**src/rtl/fpu_clk_rst_seq_if.sv**
```systemverilog
// Handshake and status bundle between the test/power controller and the
// FPU cluster clock/reset sequencer.
interface fpu_clk_rst_seq_if;
  logic       wmr_req;
  logic       dbg_req;
  logic       stop_req;
  logic       cluster_cken;
  logic       grst_l;
  logic       gdbginit_l;
  logic       stop_ack;
  logic       rst_done;
  logic [2:0] seq_state;

  modport master (
    output wmr_req, dbg_req, stop_req,
    input  cluster_cken, grst_l, gdbginit_l, stop_ack, rst_done, seq_state
  );

  modport slave (
    input  wmr_req, dbg_req, stop_req,
    output cluster_cken, grst_l, gdbginit_l, stop_ack, rst_done, seq_state
  );
endinterface

```
**src/rtl/fpu_clk_rst_seq.sv**
```systemverilog
// Clock/reset sequencer for one FPU cluster header: power-on and warm reset,
// debug-init pulses, and cluster clock stop/restart with request/ack.
module fpu_clk_rst_seq #(
  parameter int CKEN_DLY = 4,
  parameter int GRST_DLY = 8,
  parameter int DBG_LEN  = 6,
  parameter int STOP_LAT = 2,
  parameter int CNT_W    = 8
) (
  input logic               gclk,
  input logic               arst_l,
  fpu_clk_rst_seq_if.slave  sif
);

  typedef enum logic [2:0] {
    CKEN_WAIT  = 3'd0,
    GRST_WAIT  = 3'd1,
    RUN        = 3'd2,
    DBG        = 3'd3,
    STOP_DRAIN = 3'd4,
    STOPPED    = 3'd5
  } state_e;

  // Counter holds the number of edges already spent in the state, so the
  // transition fires on the edge where it equals length-1.
  localparam logic [CNT_W-1:0] CKEN_LAST = CNT_W'(CKEN_DLY - 1);
  localparam logic [CNT_W-1:0] GRST_LAST = CNT_W'(GRST_DLY - 1);
  localparam logic [CNT_W-1:0] DBG_LAST  = CNT_W'(DBG_LEN - 1);
  localparam logic [CNT_W-1:0] STOP_LAST = CNT_W'(STOP_LAT - 1);

  state_e           state_q, state_d;
  logic [CNT_W-1:0] cnt_q, cnt_d;
  logic             cken_q, cken_d;
  logic             grst_q, grst_d;
  logic             dbgi_q, dbgi_d;
  logic             ack_q, ack_d;
  logic             done_q, done_d;
  logic             warm;

  always_ff @(posedge gclk or negedge arst_l) begin
    if (!arst_l) begin
      state_q <= CKEN_WAIT;
      cnt_q   <= '0;
      cken_q  <= 1'b0;
      grst_q  <= 1'b0;
      dbgi_q  <= 1'b0;
      ack_q   <= 1'b0;
      done_q  <= 1'b0;
    end else begin
      state_q <= state_d;
      cnt_q   <= cnt_d;
      cken_q  <= cken_d;
      grst_q  <= grst_d;
      dbgi_q  <= dbgi_d;
      ack_q   <= ack_d;
      done_q  <= done_d;
    end
  end

  always_comb begin
    state_d = state_q;
    cnt_d   = cnt_q + CNT_W'(1);
    cken_d  = cken_q;
    grst_d  = grst_q;
    dbgi_d  = dbgi_q;
    ack_d   = ack_q;
    done_d  = done_q;
    warm    = 1'b0;

    unique case (state_q)
      CKEN_WAIT: begin
        if (cnt_q == CKEN_LAST) begin
          cken_d  = 1'b1;
          cnt_d   = '0;
          state_d = GRST_WAIT;
        end
      end
      GRST_WAIT: begin
        if (cnt_q == GRST_LAST) begin
          grst_d  = 1'b1;
          dbgi_d  = 1'b1;
          done_d  = 1'b1;
          cnt_d   = '0;
          state_d = RUN;
        end
      end
      RUN: begin
        cnt_d = '0;
        if (sif.wmr_req) begin
          warm = 1'b1;
        end else if (sif.dbg_req) begin
          dbgi_d  = 1'b0;
          state_d = DBG;
        end else if (sif.stop_req) begin
          cken_d  = 1'b0;
          state_d = STOP_DRAIN;
        end
      end
      DBG: begin
        // Repeated dbg_req is not looked at: the pulse length is fixed.
        if (sif.wmr_req) begin
          warm = 1'b1;
        end else if (cnt_q == DBG_LAST) begin
          dbgi_d  = 1'b1;
          cnt_d   = '0;
          state_d = RUN;
        end
      end
      STOP_DRAIN: begin
        // Drain always completes, even if stop_req drops meanwhile.
        if (sif.wmr_req) begin
          warm = 1'b1;
        end else if (cnt_q == STOP_LAST) begin
          ack_d   = 1'b1;
          cnt_d   = '0;
          state_d = STOPPED;
        end
      end
      STOPPED: begin
        cnt_d = '0;
        if (sif.wmr_req) begin
          warm = 1'b1;
        end else if (!sif.stop_req) begin
          cken_d  = 1'b1;
          ack_d   = 1'b0;
          state_d = RUN;
        end
      end
      default: begin
        cnt_d   = '0;
        state_d = CKEN_WAIT;
      end
    endcase

    // Warm reset keeps the cluster clock running so the header sees grst_l.
    if (warm) begin
      cken_d  = 1'b1;
      ack_d   = 1'b0;
      grst_d  = 1'b0;
      dbgi_d  = 1'b0;
      done_d  = 1'b0;
      cnt_d   = '0;
      state_d = GRST_WAIT;
    end
  end

  assign sif.cluster_cken = cken_q;
  assign sif.grst_l       = grst_q;
  assign sif.gdbginit_l   = dbgi_q;
  assign sif.stop_ack     = ack_q;
  assign sif.rst_done     = done_q;
  assign sif.seq_state    = state_q;

endmodule

```
**src/flat_wrapper.sv**
```systemverilog
// flat-port wrapper written by rule: the top's interface ports become plain ports
module fpu_clk_rst_seq_flat 
#(
  parameter int CKEN_DLY = 4,
  parameter int GRST_DLY = 8,
  parameter int DBG_LEN  = 6,
  parameter int STOP_LAT = 2,
  parameter int CNT_W    = 8
)
  (gclk, arst_l, sif_wmr_req, sif_dbg_req, sif_stop_req, sif_cluster_cken, sif_grst_l, sif_gdbginit_l, sif_stop_ack, sif_rst_done, sif_seq_state);
  fpu_clk_rst_seq_if sif_i ();
  input logic gclk;
  input logic arst_l;
  input wire logic [$bits(sif_i.wmr_req)-1:0] sif_wmr_req;
  input wire logic [$bits(sif_i.dbg_req)-1:0] sif_dbg_req;
  input wire logic [$bits(sif_i.stop_req)-1:0] sif_stop_req;
  output wire logic [$bits(sif_i.cluster_cken)-1:0] sif_cluster_cken;
  output wire logic [$bits(sif_i.grst_l)-1:0] sif_grst_l;
  output wire logic [$bits(sif_i.gdbginit_l)-1:0] sif_gdbginit_l;
  output wire logic [$bits(sif_i.stop_ack)-1:0] sif_stop_ack;
  output wire logic [$bits(sif_i.rst_done)-1:0] sif_rst_done;
  output wire logic [$bits(sif_i.seq_state)-1:0] sif_seq_state;
  assign sif_i.wmr_req = sif_wmr_req;
  assign sif_i.dbg_req = sif_dbg_req;
  assign sif_i.stop_req = sif_stop_req;
  assign sif_cluster_cken = sif_i.cluster_cken;
  assign sif_grst_l = sif_i.grst_l;
  assign sif_gdbginit_l = sif_i.gdbginit_l;
  assign sif_stop_ack = sif_i.stop_ack;
  assign sif_rst_done = sif_i.rst_done;
  assign sif_seq_state = sif_i.seq_state;
  fpu_clk_rst_seq #(.CKEN_DLY(CKEN_DLY), .GRST_DLY(GRST_DLY), .DBG_LEN(DBG_LEN), .STOP_LAT(STOP_LAT), .CNT_W(CNT_W)) u_core (.gclk(gclk), .arst_l(arst_l), .sif(sif_i));
endmodule
```
**config.mk**
```make
export PLATFORM = sky130hd
export DESIGN_NAME = fpu_clk_rst_seq_flat
export DESIGN_NICKNAME = d
export VERILOG_FILES = /design/src/rtl/fpu_clk_rst_seq_if.sv /design/src/rtl/fpu_clk_rst_seq.sv /design/src/flat_wrapper.sv
export SDC_FILE = /design/constraint.sdc
export NUM_CORES = 1
export LEC_CHECK = 0
export CAP_MARGIN = 20
export CORE_AREA = 2 2 50 52
export DETAILED_ROUTE_END_ITERATION = 16
export DIE_AREA = 0 0 52 54
export MAX_ROUTING_LAYER = met4
export PLACE_DENSITY = 0.72
export SLEW_MARGIN = 20
export SYNTH_ARGS = -nofsm -noshare
export SYNTH_HDL_FRONTEND = slang
export SYNTH_SLANG_ARGS = --single-unit
```
**constraint.sdc**
```tcl
create_clock -name gclk -period 1.7 [get_ports gclk]
set_clock_uncertainty 0.1 [all_clocks]
set_input_delay 0.34 -clock gclk [delete_from_list [all_inputs] [get_ports gclk]]
set_output_delay 0.34 -clock gclk [all_outputs]
set_load 0.005 [all_outputs]
```
Word-level counts from Yosys, hierarchy flattened
Index checks and enable logic that the tools add are counted.

operators by class
  add/sub/neg operators = 1
  eq/ne operators = 22
  muxes and demuxes = 46
  reductions and logical operators = 12

operators by type and width
  operator                                                                  number
  8-bit 2-to-1 mux                                                          7
  3-bit 2-to-1 mux                                                          12
  8-bit one-hot mux with 4 select lines                                     1
  3-bit by 2-bit inequality test with 1-bit output (second input constant)  8
  1-bit 2-to-1 mux                                                          22
  3-bit one-hot mux with 6 select lines                                     1
  8-bit by 3-bit equality test with 1-bit output (second input constant)    2
  3-bit by 1-bit inequality test with 1-bit output (second input constant)  4
  10-bit AND reduction                                                      1
  8-bit by 1-bit adder with 8-bit output (second input constant)            1
  8-bit by 1-bit equality test with 1-bit output (second input constant)    1
  8-bit by 2-bit equality test with 1-bit output (second input constant)    1
  4-bit nonzero test                                                        2
  7-bit AND reduction                                                       1
  3-bit by 2-bit equality test with 1-bit output (second input constant)    2
  3-bit equality test (second input constant)                               2
  1-bit one-hot mux with 3 select lines                                     2
  6-bit AND reduction                                                       1
  5-bit AND reduction                                                       1
  4-bit by 3-bit inequality test with 1-bit output (second input constant)  1
  2-bit nonzero test                                                        2
  4-bit OR reduction                                                        1
  3-bit by 1-bit equality test with 1-bit output (second input constant)    1
  3-bit zero test                                                           1
  other kinds (3)                                                           3

storage, ports and cells
  register bits = 15
  input port bits = 5
  output and inout port bits = 8
  word-level logic and storage cells = 87

Depth between registers and ports, before layout
Gate-level depths: netlist of run 1.

  depth in word-level cells = 5
  depth in mapped cells = 7
  gate-level depth less buffers = 7

Least setup slack after synthesis of run 1
Ideal clock, no wire load.

  kind = flip-flop to flip-flop
  start = register u_core.cnt_q[0]
  end = register u_core.state_q[1] (netlist: u_core.sif.seq_state[1])
  library setup time = 0.125 ns
  arrival = 1.603 ns
  data required time = 1.475 ns
  path slack = -0.128 ns
  stages on the path, launching flop included = 6
  buffers on the path = 0
  period minus slack after synthesis = 1.828 ns
  path through = dfrtp_1 -> ha_1 -> and3_2 -> or4_1 -> nand3_2 -> mux2_4

on the way
  word-level cells in the longest chain between the ends = 3
  elaborated cells between the ends (all ways) = 9
  classes of those cells = eq/ne (8); reduce/logical (1)

RTL lines
  item                                                                    RTL line               text
  from (decl)                                                             fpu_clk_rst_seq.sv:32  logic [CNT_W-1:0] cnt_q, cnt_d;
  from (signal assigned)                                                  fpu_clk_rst_seq.sv:51  cnt_q <= cnt_d;
  8-bit by 2-bit equality test with 1-bit output (tied with other cells)  fpu_clk_rst_seq.sv:72  if (cnt_q == CKEN_LAST) begin
  3-bit by 1-bit inequality test with 1-bit output (no line)              -
  10-bit AND reduction (no line) (*)                                      -
  to (signal assigned)                                                    fpu_clk_rst_seq.sv:50  state_q <= state_d;
  to (decl)                                                               fpu_clk_rst_seq.sv:31  state_e state_q, state_d;

Mark *: on every way between the ends. The rest lies on a longest branch, timed or not.
A chain may end at the register's enable or synchronous reset.

Worst setup path after layout of run 1
  start = register u_core.cnt_q[1]
  end = register u_core.state_q[1] (netlist: u_core.sif.seq_state[1])

The elaborated chain is that of the path after synthesis.

==> impl_metrics.prom, run 1 <==
# TYPE chip_impl_metric gauge
chip_impl_info{name="leading_cell_type_in_the_layout_fill_and_taps_excluded",value="buf_4"} 1
chip_impl_metric{name="finalHoldViolCount",unit=""} 0
chip_impl_metric{name="synthesized_cell_area",unit="um^2"} 1070
chip_impl_metric{name="synthXorXnorAreaFrac",unit=""} 0.0409
chip_impl_info{name="run_status",value="finished, violations left"} 1
chip_impl_metric{name="antenna_found_initial",unit=""} 0
chip_impl_metric{name="reg2regPathDepth",unit=""} 6
chip_impl_info{name="highest-signal-layer",value="met4"} 1
chip_impl_metric{name="insertedDiodeCount",unit=""} 0
chip_impl_info{name="failing_checks",value="negative setup slack"} 1
chip_impl_metric{name="routedLengthMet1",unit="um"} 1230
chip_impl_metric{name="max-slew-margin-rel",unit=""} 0.788
chip_impl_metric{name="cts-htree-levels",unit=""} 1
chip_impl_metric{name="routed_wl",unit="um"} 2980
chip_impl_metric{name="syn-num-nets",unit=""} 131
chip_impl_metric{name="fp.dieW",unit="um"} 52
chip_impl_metric{name="cts_max_path_buffers",unit=""} 2
chip_impl_metric{name="ff_latch_area",unit="um^2"} 378
chip_impl_metric{name="number_of_global_route_vias_before_repair",unit=""} 1060
chip_impl_metric{name="ys_async_sr_fraction",unit=""} 1.00
chip_impl_metric{name="syn-mean-instance-area",unit="um^2"} 8.63
chip_impl_metric{name="postSynthCellCount",unit=""} 124
chip_impl_metric{name="synth-edff-count",unit=""} 0
chip_impl_info{name="most-common-layout-cells",value="buf_4, nor2_1, dfrtp_1, nand2_1, clkdlybuf4s50_1"} 1
chip_impl_metric{name="drt_iter0_drc",unit=""} 31
chip_impl_info{name="synth-main-ff-cell",value="dfrtp_1"} 1
chip_impl_info{name="cts_root_buf",value="clkbuf_4"} 1
chip_impl_metric{name="detailed_routing_iteration_count_for_the_pre_antenna_repair_pass",unit=""} 4
chip_impl_metric{name="routed_via_density",unit=""} 5.46
chip_impl_metric{name="clk_transition_reported_paths",unit="ps"} 100
chip_impl_metric{name="route.detailed.wl_per_inst",unit="um"} 14.7
chip_impl_metric{name="dr_wl_met3",unit="um"} 100
chip_impl_metric{name="row_count",unit=""} 18
chip_impl_metric{name="finalCoreUtilization",unit=""} 0.689
chip_impl_info{name="worstSetupStartpointType",value="flop"} 1
chip_impl_metric{name="path_max_fanout",unit=""} 3
chip_impl_metric{name="drc",unit=""} 0
chip_impl_info{name="worst_hold_path_type",value="in -> async"} 1
chip_impl_metric{name="placeableCoreArea",unit="um^2"} 2320
chip_impl_metric{name="boundaryPins",unit=""} 13
chip_impl_metric{name="synthesis.yosys.warnings",unit=""} 0
chip_impl_metric{name="cts.sinks",unit=""} 15
chip_impl_metric{name="finalMaxSlewViolations",unit=""} 0
chip_impl_metric{name="synth_area_in_compound_gates",unit=""} 0.234
chip_impl_metric{name="drive_above_1_share",unit=""} 0.376
chip_impl_metric{name="grt_start_max_net_pins",unit=""} 16
chip_impl_metric{name="finalCritPeriodShare",unit=""} 1.08
chip_impl_metric{name="globalplace.congestion",unit=""} 0.838
chip_impl_metric{name="post_cts_hold_buffer_count",unit=""} 0
chip_impl_metric{name="starting_density",unit=""} 0.461
chip_impl_metric{name="synthAdderAreaFrac",unit=""} 0.0234
chip_impl_info{name="path_type_of_the_worst_setup_path",value="reg -> reg"} 1
chip_impl_metric{name="groute.usage.overall",unit=""} 0.239
chip_impl_metric{name="grt_overflow",unit=""} 0
chip_impl_metric{name="routed-via-count",unit=""} 1109
chip_impl_metric{name="routed-wl-met2",unit="um"} 1620
chip_impl_metric{name="place_hpwl",unit="um"} 2170
chip_impl_info{name="end_kind",value="flop"} 1
chip_impl_metric{name="fp.dieArea",unit="um^2"} 2810
chip_impl_metric{name="multiInputGateArea",unit="um^2"} 701
chip_impl_metric{name="synth.lib_cells_used.distinct",unit=""} 44
chip_impl_metric{name="insertion_delay_of_the_later_clocked_pin_in_the_worst_skew_pair",unit="ps"} 290
chip_impl_metric{name="wire_length_of_the_first_global_routing_pass",unit="um"} 4710
chip_impl_metric{name="finish.net_count",unit=""} 181
chip_impl_metric{name="ir_worst_vdd",unit="mV"} 0.917
chip_impl_metric{name="timing_worst_slew_pin_value",unit="ps"} 316
chip_impl_metric{name="layout-area-overhead-vs-synth",unit="%"} 49.5
chip_impl_metric{name="postSynthRegisterBits",unit=""} 15
chip_impl_metric{name="cap_viol_max_count",unit=""} 0
chip_impl_metric{name="timing.final.setup_violations",unit=""} 11
chip_impl_metric{name="total_leakage_power",unit="nW"} 0.732
chip_impl_metric{name="placement.io_buffers",unit=""} 12
chip_impl_metric{name="detail-route-antenna-nets",unit=""} 0
chip_impl_metric{name="max_clock_freq",unit="MHz"} 544
chip_impl_metric{name="tritoncts.num_buffers",unit=""} 3
chip_impl_info{name="synth_top_family_by_area",value="simple AND/OR/NAND/NOR gates"} 1
chip_impl_metric{name="yosys.area_share.simple",unit=""} 0.268
chip_impl_metric{name="power.density",unit="nW/um^2"} 1400
chip_impl_metric{name="critPathArrivalTime",unit="ps"} 1920
chip_impl_metric{name="hold-worst-slack",unit="ps"} 254
chip_impl_info{name="rsz0062_at_grt",value="yes"} 1
chip_impl_info{name="cts_tree",value="built"} 1
chip_impl_metric{name="period_needed",unit="ps"} 1840
chip_impl_metric{name="synth_mux_area_frac",unit=""} 0.0339
chip_impl_metric{name="layout_setup_ws",unit="ps"} -138
chip_impl_metric{name="worst-endpoint-required",unit="ps"} 1790
chip_impl_metric{name="die_h",unit="um"} 54
chip_impl_metric{name="synth_sequential_area_ratio",unit=""} 0.351
chip_impl_metric{name="fillerInstances",unit=""} 184
==> what timing repair did <==
action | 4_1_cts | 5_1_grt
resized for setup | 12 | 10
endpoints found under the setup margin | 15 | 15
pin swaps | 9 | 5
buffers inserted | 4 | 4
==> final timing paths <==
kind	slack (ps)	to	startpoint
worst max-delay path	-140	u_core.sif.seq_state[1]	u_core.cnt_q[1]
worst min-delay path	250	u_core.sif.seq_state[1]	arst_l
worst max register to register	-140	u_core.sif.seq_state[1]	u_core.cnt_q[1]
worst min register to register	410	u_core.sif.cluster_cken	u_core.sif.cluster_cken
max in group asynchronous	1050	u_core.cnt_q[5]	arst_l
min in group gclk	410	u_core.sif.cluster_cken	u_core.sif.cluster_cken
==> where the power goes <==
part	switching [mW]	internal [mW]	leakage [nW]	total, mW
registers	0.0928	0.447	0.193	0.540
logic	0.716	0.780	0.521	1.50
clock network	0.117	0.0875	0.0177	0.205
total	0.926	1.31	0.732	2.24
==> area by class of cell <==
cell class	instances	share of cell area
Multi-Input combinational cell	97	0.438
Timing Repair Buffer	51	0.271
Sequential cell	15	0.236
Tap cell	30	0.0235
Clock buffer	3	0.0141
Inverter	6	0.0141
Clock inverter	1	0.00313
==> Yosys cell counts (all sizes together), types with 2 or more instances <==
cell type  number  area, um^2
nor2           16        60.1
nand2          11        41.3
dfrtp          15         375
ha              2        25.0
a31oi           3        18.8
and3            3        21.3
clkbuf          2        7.51
nand3           7        40.0
o21ai          11        58.8
inv             6        22.5
nand2b          2        12.5
nor4            2        27.5
xor2            4        35.0
and2            2        12.5
mux2            2        26.3
buf             4        22.5
a21oi           7        38.8
a22o            2        17.5
nor2b           5        31.3
==> critical path, stage by stage, from the launching register on <==
cell,delay [ps]
dfrtp_1,390
inv_1,60
ha_2,190
and3_2,180
or4_4,420
nand3_2,100
mux2_4,290
==> stage by stage <==
stage	instances	area (um^2)	total power, mW	TNS (ps)	setup WS, ps
global placement	192	1450	1.81	-2470	-330
CTS	199	1520	2.12	-566	-151
floorplan	124	1080	1.31	-64.2	-64.2
detailed placement	192	1450	1.83	-2830	-351
finish	203	1600	2.24	-563	-138
global route	203	1600	2.41	-1540	-202
==> metal layers <==
metal / up-vias / GRT usage
met2: 31 / 0.437
met4: 0 / 0.0877
met5: - / -
li1: 543 / -
met3: 4 / 0.0389
met1: 531 / 0.260
==> flip-flops by register name, summed over array words and instances, names as in the netlist <==
signal	count
u_core.sif.seq_state	3
u_core.sif.gdbginit_l	1
u_core.sif.stop_ack	1
u_core.sif.rst_done	1
u_core.cnt_q	8
u_core.sif.cluster_cken	1
==> cells by family (layout without fill, tap and decap cells) <==
group / after synthesis / count (layout)
simple gates: 53 / 53
buf+inv: 12 / 61
fa+ha+maj: 2 / 2
xor+xnor: 5 / 5
compound gates: 34 / 34
flops: 15 / 15
mux: 3 / 3
Note: power is estimated with default switching activity, not from simulation.
==> run 2, diff against run 1 <==
CAP_MARGIN = not set   (was 20)
==> results of run 2 <==
Final layout, timing and power as in run 1 (identical DEF).
==> run 3, diff against run 2 <==
ABC_AREA = 1   (was not set)
==> run 3 against run 2 <==
Effect of this change: first-iteration DRC count shrank 26%; worst setup slack better by 200 ps; power rose by 7.8%; sequential share of layout area grew 3.7 points; largest power group unchanged; the flow now finishes without violations; critical path depth decreased by 5; clock power is 14% higher; critical path type is now reg -> out; final cell count is 0.49% lower; non-clock buffer count fell by 23; via count decreased by 6.1%.
==> impl_metrics.prom, run 3 <==
# TYPE chip_impl_metric gauge
chip_impl_info{name="cts_root_buf",value="clkbuf_4"} 1
chip_impl_metric{name="layout-area-overhead-vs-synth",unit="%"} 31.2
chip_impl_metric{name="routed_via_density",unit=""} 5.15
chip_impl_metric{name="timing.final.setup_violations",unit=""} 0
chip_impl_info{name="rsz0062_at_grt",value="yes"} 1
chip_impl_metric{name="timing_worst_slew_pin_value",unit="ps"} 241
chip_impl_info{name="worst_hold_path_type",value="in -> async"} 1
chip_impl_metric{name="starting_density",unit=""} 0.456
chip_impl_info{name="end_kind",value="output port"} 1
chip_impl_metric{name="routedLengthMet1",unit="um"} 1170
chip_impl_metric{name="number_of_global_route_vias_before_repair",unit=""} 928
chip_impl_metric{name="detail-route-antenna-nets",unit=""} 0
chip_impl_metric{name="syn-num-nets",unit=""} 150
chip_impl_metric{name="cts-htree-levels",unit=""} 1
chip_impl_metric{name="fp.dieW",unit="um"} 52
chip_impl_metric{name="finalCritPeriodShare",unit=""} 0.962
chip_impl_metric{name="insertion_delay_of_the_later_clocked_pin_in_the_worst_skew_pair",unit="ps"} 300
chip_impl_metric{name="grt_start_max_net_pins",unit=""} 16
chip_impl_metric{name="synthAdderAreaFrac",unit=""} 0.0237
chip_impl_info{name="worstReg2RegEnd",value="u_core.sif.stop_ack"} 1
chip_impl_info{name="worst_path_max_delay_cell",value="clkdlybuf4s50_1"} 1
chip_impl_metric{name="antenna_found_initial",unit=""} 0
chip_impl_metric{name="path_max_fanout",unit=""} 2
chip_impl_metric{name="ys_async_sr_fraction",unit=""} 1.00
chip_impl_metric{name="synth_mux_area_frac",unit=""} 0
chip_impl_metric{name="dr_wl_met3",unit="um"} 89
chip_impl_metric{name="drc",unit=""} 0
chip_impl_metric{name="tritoncts.num_buffers",unit=""} 3
chip_impl_metric{name="reg2reg_setup_slack",unit="ps"} 70
chip_impl_info{name="most_instantiated_library_cell_after_synthesis",value="nand2_1"} 1
chip_impl_metric{name="drive_above_1_share",unit=""} 0.302
chip_impl_info{name="highest-signal-layer",value="met4"} 1
chip_impl_metric{name="reg2regPathDepth",unit=""} 9
chip_impl_metric{name="power.density",unit="nW/um^2"} 1740
chip_impl_metric{name="largest_register_ff_count",unit=""} 8
chip_impl_metric{name="groute.usage.overall",unit=""} 0.204
chip_impl_metric{name="postSynthRegisterBits",unit=""} 15
chip_impl_metric{name="worstPathBufferInverterCount",unit=""} 1
chip_impl_metric{name="synth.lib_cells_used.distinct",unit=""} 27
chip_impl_metric{name="finalCoreUtilization",unit=""} 0.598
chip_impl_metric{name="route.detailed.wl_per_inst",unit="um"} 12.5
chip_impl_info{name="synth_top_family_by_area",value="simple AND/OR/NAND/NOR gates"} 1
chip_impl_metric{name="critPathArrivalTime",unit="ps"} 1200
chip_impl_metric{name="routed-wl-met2",unit="um"} 1200
chip_impl_info{name="worstSetupStartpointType",value="flop"} 1
chip_impl_metric{name="syn-mean-instance-area",unit="um^2"} 7.39
chip_impl_metric{name="synth_sequential_area_ratio",unit=""} 0.355
chip_impl_metric{name="ir_worst_vdd",unit="mV"} 1.04
chip_impl_metric{name="cts.sinks",unit=""} 15
chip_impl_metric{name="drt_iter0_drc",unit=""} 23
chip_impl_metric{name="finalPower",unit="mW"} 2.42
chip_impl_metric{name="detailed_routing_iteration_count_for_the_pre_antenna_repair_pass",unit=""} 4
chip_impl_info{name="post_synth_main_area_contributors",value="dfrtp_1, nand2_1, nor2_1, nand3_1, inv_1"} 1
chip_impl_metric{name="place_hpwl",unit="um"} 1800
chip_impl_metric{name="postSynthCellCount",unit=""} 143
chip_impl_metric{name="yosys.area_share.simple",unit=""} 0.398
chip_impl_metric{name="fillerInstances",unit=""} 202
chip_impl_metric{name="period_needed",unit="ps"} 1640
chip_impl_metric{name="routed-via-count",unit=""} 1041
chip_impl_metric{name="post_cts_hold_buffer_count",unit=""} 0
chip_impl_metric{name="placeableCoreArea",unit="um^2"} 2320
chip_impl_metric{name="boundaryPins",unit=""} 13
chip_impl_info{name="synth-main-ff-cell",value="dfrtp_1"} 1
chip_impl_info{name="path_type_of_the_worst_setup_path",value="reg -> out"} 1
chip_impl_metric{name="synthesized_cell_area",unit="um^2"} 1060
chip_impl_metric{name="total_leakage_power",unit="nW"} 0.659
chip_impl_metric{name="worst-endpoint-required",unit="ps"} 1260
chip_impl_metric{name="critical_path.max_stage_delay",unit="ps"} 500
chip_impl_metric{name="max-slew-margin-rel",unit=""} 0.838
chip_impl_metric{name="cts_max_path_buffers",unit=""} 2
chip_impl_metric{name="fp.dieArea",unit="um^2"} 2810
chip_impl_metric{name="synth_top_cell_area_share",unit=""} 0.355
chip_impl_metric{name="row_count",unit=""} 18
chip_impl_metric{name="wire_length_of_the_first_global_routing_pass",unit="um"} 4040
chip_impl_metric{name="synth_area_in_compound_gates",unit=""} 0.105
chip_impl_info{name="cts_tree",value="built"} 1
chip_impl_metric{name="synthesis.yosys.warnings",unit=""} 0
chip_impl_metric{name="grt_overflow",unit=""} 0
chip_impl_metric{name="detailedPlace.worstSlack",unit="ps"} -78.7
chip_impl_info{name="registers.top_by_ff_count",value="u_core.cnt_q"} 1
chip_impl_info{name="ranking_of_synthesized_cells_by_instance_count",value="nand2_1, nor2_1, dfrtp_1"} 1
chip_impl_metric{name="die_h",unit="um"} 54
chip_impl_metric{name="finish.net_count",unit=""} 180
chip_impl_metric{name="globalplace.congestion",unit=""} 0.921
chip_impl_metric{name="placement.io_buffers",unit=""} 12
chip_impl_info{name="leading_cell_type_in_the_layout_fill_and_taps_excluded",value="nand2_1"} 1
chip_impl_info{name="crit_family",value="buffers and inverters"} 1
chip_impl_info{name="critical_path.cell_chain",value="clkdlybuf4s50_1"} 1
chip_impl_metric{name="insertedDiodeCount",unit=""} 0
chip_impl_metric{name="layout_setup_ws",unit="ps"} 64.1
chip_impl_metric{name="routed_wl",unit="um"} 2520
chip_impl_metric{name="clk_transition_reported_paths",unit="ps"} 110
chip_impl_metric{name="synthXorXnorAreaFrac",unit=""} 0.0331
chip_impl_metric{name="max_clock_freq",unit="MHz"} 611
chip_impl_info{name="most-common-layout-cells",value="nand2_1, nor2_1, buf_4, inv_1, dfrtp_1"} 1
chip_impl_info{name="run_status",value="finished, final reports clean"} 1
chip_impl_info{name="regToRegStartpoint",value="u_core.cnt_q[0]"} 1
chip_impl_metric{name="synth-edff-count",unit=""} 0
chip_impl_metric{name="cap_viol_max_count",unit=""} 0
chip_impl_info{name="yosys.area.top_type",value="dfrtp_1"} 1
chip_impl_metric{name="finalMaxSlewViolations",unit=""} 0
chip_impl_metric{name="finalHoldViolCount",unit=""} 0
run 3: timing repair:
| action | in CTS | in global routing |
|---|---|---|
| resized for setup | 3 | 12 |
| buffers inserted | 3 | 5 |
| endpoints found under the setup margin | 3 | 12 |
| pin swaps | 0 | 3 |
run 3: cells by family (layout without fill, tap and decap cells):
family / Yosys count / after routing
simple gates: 88 / 88
buf+inv: 19 / 48
compound gates: 15 / 15
flops: 15 / 15
xor+xnor: 4 / 4
fa+ha+maj: 2 / 2
run 3: cell type report:
cell class	instances	area [um^2]	share of cell area
Tap cell	30	37.5	0.0271
Sequential cell	15	379	0.273
Clock buffer	3	22.5	0.0162
Clock inverter	1	7.51	0.00541
Timing Repair Buffer	28	255	0.184
Multi-Input combinational cell	109	626	0.451
Inverter	16	60.1	0.0433
run 3: through the flow:
stage | std cells | hold slack [ps] | cell area (um^2) | setup TNS (ps)
global route | 202 | 234 | 1390 | -466
CTS | 197 | 249 | 1310 | 0
detailed placement | 190 | 366 | 1240 | -400
floorplan | 143 | -55.6 | 1060 | 0
global placement | 190 | 363 | 1240 | -53.0
finish | 202 | 238 | 1390 | 0
run 3: power by group:
| part | switching (mW) | internal, mW |
|---|---|---|
| Sequential | 0.0700 | 0.464 |
| Combinational | 0.923 | 0.726 |
| Clock | 0.143 | 0.0898 |
| Total | 1.14 | 1.28 |
run 3: how the worst max path moves through the flow:
stage | start | endpoint | cells after the start
after detailed placement | sif_wmr_req | u_core.sif.seq_state[1] | 8
after global placement | sif_wmr_req | u_core.sif.seq_state[2] | 8
after floorplan | u_core.sif.seq_state[1] | u_core.sif.seq_state[0] | 11
final | u_core.sif.seq_state[1] | sif_seq_state[1] | 1
after CTS | u_core.sif.seq_state[2] | sif_seq_state[2] | 1
after global routing | u_core.cnt_q[0] | u_core.cnt_q[1] | 9
run 3: layer usage:
metal,vias to the layer above,GRT usage
met2,29,0.287
li1,518,-
met4,0,0.110
met3,9,0.0361
met1,485,0.276
met5,-,-
